--- src/rtl/rr_arb_pkg.sv ---
// Shared types and limits for the round-robin arbiter.
package rr_arb_pkg;

  typedef enum logic {
    ARB_IDLE = 1'b0,
    ARB_BUSY = 1'b1
  } arb_st_t;

  localparam int N_MIN = 2;
  localparam int N_MAX = 16;

endpackage

--- src/rtl/rr_arb_pick.sv ---
// Rotating priority pick: first set bit of vec at or above ptr, wrapping.
import rr_arb_pkg::*;

module rr_pick #(
  parameter int N    = 3,
  parameter int IDXW = $clog2(N)
) (
  input  logic [N-1:0]    vec,
  input  logic [IDXW-1:0] ptr,
  output logic [N-1:0]    onehot,
  output logic [IDXW-1:0] idx
);

  localparam logic [IDXW:0] NV = (IDXW+1)'(N);

  logic [N-1:0]    rot;
  logic [IDXW-1:0] off;
  logic [IDXW:0]   sum;
  logic            found;

  // Bit j of rot is requester (ptr + j) mod N.
  assign rot = N'({vec, vec} >> ptr);

  always_comb begin
    found = 1'b0;
    off   = '0;
    for (int j = 0; j < N; j++) begin
      if (!found && rot[j]) begin
        found = 1'b1;
        off   = j[IDXW-1:0];
      end
    end
  end

  always_comb begin
    sum = {1'b0, ptr} + {1'b0, off};
    if (sum >= NV) idx = IDXW'(sum - NV);
    else           idx = sum[IDXW-1:0];
    onehot = '0;
    if (found) onehot[idx] = 1'b1;
  end

endmodule

--- src/rtl/rr_arb.sv ---
// Round-robin arbiter with a registered one-hot grant held until accepted.
import rr_arb_pkg::*;

module rr_arb #(
  parameter  int N    = 3,
  localparam int IDXW = $clog2(N)
) (
  input  logic            clk,
  input  logic            rst,
  input  logic [N-1:0]    req,
  input  logic            out_ready,
  output logic [N-1:0]    gnt,
  output logic            gnt_vld,
  output logic [IDXW-1:0] gnt_idx,
  output logic [N-1:0]    rdy
);

  if (N < N_MIN || N > N_MAX) begin : g_bad_n
    $error("rr_arb: N out of range");
  end

  arb_st_t         st;
  logic [IDXW-1:0] ptr;
  logic [IDXW-1:0] ptr_nxt;
  logic [IDXW-1:0] pick_ptr;
  logic [N-1:0]    cand;
  logic [N-1:0]    p_oh;
  logic [IDXW-1:0] p_idx;

  assign ptr_nxt = (gnt_idx == IDXW'(N-1)) ? '0 : gnt_idx + 1'b1;

  // Busy picks use the post-transfer pointer and skip the served requester.
  assign pick_ptr = (st == ARB_BUSY) ? ptr_nxt : ptr;
  assign cand     = (st == ARB_BUSY) ? (req & ~gnt) : req;

  rr_pick #(.N(N), .IDXW(IDXW)) u_pick (
    .vec    (cand),
    .ptr    (pick_ptr),
    .onehot (p_oh),
    .idx    (p_idx)
  );

  assign rdy = gnt & {N{out_ready}};

  always_ff @(posedge clk or posedge rst) begin
    if (rst) begin
      st      <= ARB_IDLE;
      ptr     <= '0;
      gnt     <= '0;
      gnt_vld <= 1'b0;
      gnt_idx <= '0;
    end else begin
      unique case (st)
        ARB_IDLE: begin
          if (|req) begin
            gnt     <= p_oh;
            gnt_idx <= p_idx;
            gnt_vld <= 1'b1;
            st      <= ARB_BUSY;
          end
        end
        ARB_BUSY: begin
          if (out_ready) begin
            ptr <= ptr_nxt;
            if (|cand) begin
              gnt     <= p_oh;
              gnt_idx <= p_idx;
              gnt_vld <= 1'b1;
            end else begin
              gnt     <= '0;
              gnt_idx <= '0;
              gnt_vld <= 1'b0;
              st      <= ARB_IDLE;
            end
          end
        end
      endcase
    end
  end

endmodule

--- config.mk ---
export PLATFORM = sky130hd
export DESIGN_NAME = rr_arb
export DESIGN_NICKNAME = d
export VERILOG_FILES = /design/src/rtl/rr_arb_pkg.sv /design/src/rtl/rr_arb_pick.sv /design/src/rtl/rr_arb.sv
export SDC_FILE = /design/constraint.sdc
export NUM_CORES = 1
export LEC_CHECK = 0
export BUFFER_PORTS_ARGS = -buffer_cell sky130_fd_sc_hd__buf_2
export CORE_MARGIN = 3
export CORE_UTILIZATION = 51
export DETAILED_ROUTE_END_ITERATION = 16
export GPL_ROUTABILITY_DRIVEN = 0
export PLACE_DENSITY = 0.76
export SYNTH_ARGS = -nofsm -noshare
export SYNTH_HDL_FRONTEND = slang
export SYNTH_SLANG_ARGS = --single-unit
--- constraint.sdc ---
create_clock -name clk -period 3.9 [get_ports clk]
set_input_delay 1.17 -clock clk [delete_from_list [all_inputs] [get_ports clk]]
set_output_delay 1.17 -clock clk [all_outputs]
set_load 0.02 [all_outputs]
==> run_results.csv <==
group,metric,value,unit
floorplan,fp.dieH,42.8,um
global_routing,grt_max_degree,15,
synth,synth_enable_flop_cells,0,
clock_tree,cts-root-buf,"clkbuf_4",
timing,setup_tns,0,ns
timing,worst_slack,0.405,ns
floorplan,fp.coreArea,1190,sq um
critical_path,path_max_fanout,5,
drt,wl,1.45,mm
timing,rsz0062_at_grt,"false",
timing,tightest_slew,0.405,ns
drt,via_per_inst,5.37,
clock_tree,post_cts_resize_count,0,
timing,fin_crit,3.49,ns
synth,synth-simple-area-share,0.261,
drt,num_vias,591,
floorplan,start_util,0.582,
synth,yosys.area.top_type,"dfrtp_1",
clock_tree,cts_setup_buffers,0,
clock_tree,cts_buffers,3,
synth,synth_seq_cells,9,
timing,max_freq,0.286,GHz
floorplan,dieArea,1830,sq um
run,cap_violations,0,
critical_path,startpoint_type,"input pin",
timing,slew_viol_final,0,
floorplan,rows,12,
synth,ys.flop_type,"dfrtp_1",
place,dp_slack,0.151,ns
clock_tree,clkLatencyLatePin,0.26,ns
synth,ys_warn_count,0,
finish,utilization,0.664,
synth,synth_mux_area_frac,0.0290,
clock_tree,htreeDepth,1,
floorplan,die-width,42.8,um
timing,whs,0.486,ns
critical_path,worstPathRequired,4.07,ns
hold_path,hold_class,"flip-flop to flip-flop",
drt,firstDrtPassIters,2,
clock_tree,clkTransAtPathRegs,0.07,ns
drt,routedWlPerCell,13.2,um
synth,ys_async_sr_fraction,1.00,
timing,relSlewSlack,0.730,
place,dp_hpwl,1.15,mm
synth,syn_area_per_cell,8.63,sq um
clock_tree,clock_path_buffers,2,
synth,synth_top_area_share,0.326,
synth,synth_nets,89,
clock_tree,clock_sinks,9,
global_routing,antenna_found_initial,0,
synth,synth.cell_area,691,sq um
global_routing,grt_pass1_vias,562,
finish,syn2layout_area_growth,13.9,%
synth,synth_xor_area_frac,0.0127,
pwr,p_leak,0.393,nW
critical_path,crit_arrival,3.67,ns
global_routing,grt_overflow,0,
finish,fin_area,787,sq um
finish,drive_above_1_share,0.240,
timing,report.final.hold_viol_count,0,
critical_path,crit_type,"input pin to flip-flop",
pwr,p_per_area,875,nW/um^2
pwr,ir_drop,655,uV
synth,synth_area_leaders,"dfrtp_1 33%, nand2_1 7.1%, nand2b_1 4.5%, o21ai_0 4.3%, o31ai_1 4.3%",
synth,ys_types,31,
place,dpl_cell_area,759,sq um
synth,synth-compound-area-share,0.241,
critical_path,crit_path_end_kind,"flip-flop",
clock_tree,hold_buffers,0,
drt,drcViolationCount,0,
synth,ys_seq_area_frac,0.326,
global_routing,grt_usage,0.182,
timing,setup_violations,0,
finish,finalNetCount,106,
synth,synth_top_family_by_area,"simple AND/OR/NAND/NOR gates",
timing,period_share,0.896,
outcome,status,"finished clean",
finish,n_antenna_cell,0,
timing,finClkSkew,0.00486,ns
floorplan,pin_count,15,
finish,final_cell_mix,"14 x buf_2, 13 x nand2_1, 9 x dfrtp_1",
drt,final_antenna_net_count,0,
finish,final_common_cell,"buf_2",
place,io_buffers,14,
synth,syn_inst,80,
drt,drtIter0Drc,3,
synth,synth_fa_ha_area_frac,0.0652,
clock_tree,cts_tree,"built",
global_routing,grt_pass1_wl,2.49,mm
==> report_power, final <==
| part | switching (W) | leakage (nW) | internal (W) |
|---|---|---|---|
| logic | 0.000253 | 0.264 | 0.000184 |
| registers | 0.0000474 | 0.111 | 0.000131 |
| clock network | 0.0000349 | 0.0177 | 0.0000379 |
| total | 0.000335 | 0.393 | 0.000353 |
==> worst max-delay path, cell delays in order <==
cell and delay, ns:
buf_2 0.13, or3_4 0.37, a21boi_1 0.16, a221o_1 0.13, ha_1 0.13, inv_1 0.04
fa_1 0.52, inv_1 0.06, ha_1 0.17, nor2b_1 0.20, nor2b_1 0.22, o21ai_0 0.14
o31ai_1 0.23
==> through the flow <==
| step | cells | power (W) |
|---|---|---|
| finish | 110 | 0.000689 |
| global route | 110 | 0.000767 |
| CTS | 110 | 0.000696 |
| detailed placement | 106 | 0.000619 |
| global placement | 106 | 0.000607 |
| floorplan | 80 | 0.000513 |
==> sequential cells by signal, summed over array words and instances, names as in the netlist <==
signal   cells
gnt_vld      1
gnt_idx      2
ptr          2
st           1
gnt          3
==> routing by layer <==
metal | part of all wire | global-route usage
met1 | 0.48 | 0.226
met2 | 0.44 | 0.287
met3 | 0.044 | 0.0339
met4 | 0.035 | 0.112
met5 | 0 | 0
==> Yosys cell counts, drive strengths merged (2+ instances only) <==
| cell | number |
|---|---|
| buf | 2 |
| dfrtp | 9 |
| and2 | 4 |
| mux2i | 2 |
| ha | 2 |
| inv | 7 |
| or3b | 2 |
| nand2 | 13 |
| a21oi | 3 |
| nor2 | 3 |
| a21boi | 2 |
| nand2b | 5 |
| o31ai | 4 |
| nor2b | 2 |
| o21ai | 6 |
==> cell families (layout without fill, tap and decap cells) <==
family / Yosys count / after routing
AOI/OAI and AO/OA: 23 / 23
DFF: 9 / 9
xor gates and xnor gates: 1 / 1
adders and majority gates: 3 / 3
muxes: 2 / 2
buffers and inverters: 9 / 25
and+or+nand+nor: 33 / 33
==> final timing paths <==
kind	depth (start not counted)	start	end	slack, ns
hold / removal	2	gnt_vld	gnt_vld	0.49
hold reg to reg	2	gnt_vld	gnt_vld	0.49
setup reg to reg	12	st	gnt[2]	0.72
setup / recovery	13	req[0]	gnt[2]	0.41
max in group asynchronous	2	rst	gnt[0]	2.78
min in group asynchronous	2	rst	gnt_idx[0]	0.85
==> final cells by class <==
class,count,area (sq um)
clock buffer,3,22.5
clock inverter,1,5.00
fill,105,399
inverter,7,26.3
multi-input combinational,62,420
sequential,9,225
tap,14,17.5
timing repair buffer,14,70.1
Note: power is estimated with default switching activity, not from simulation.
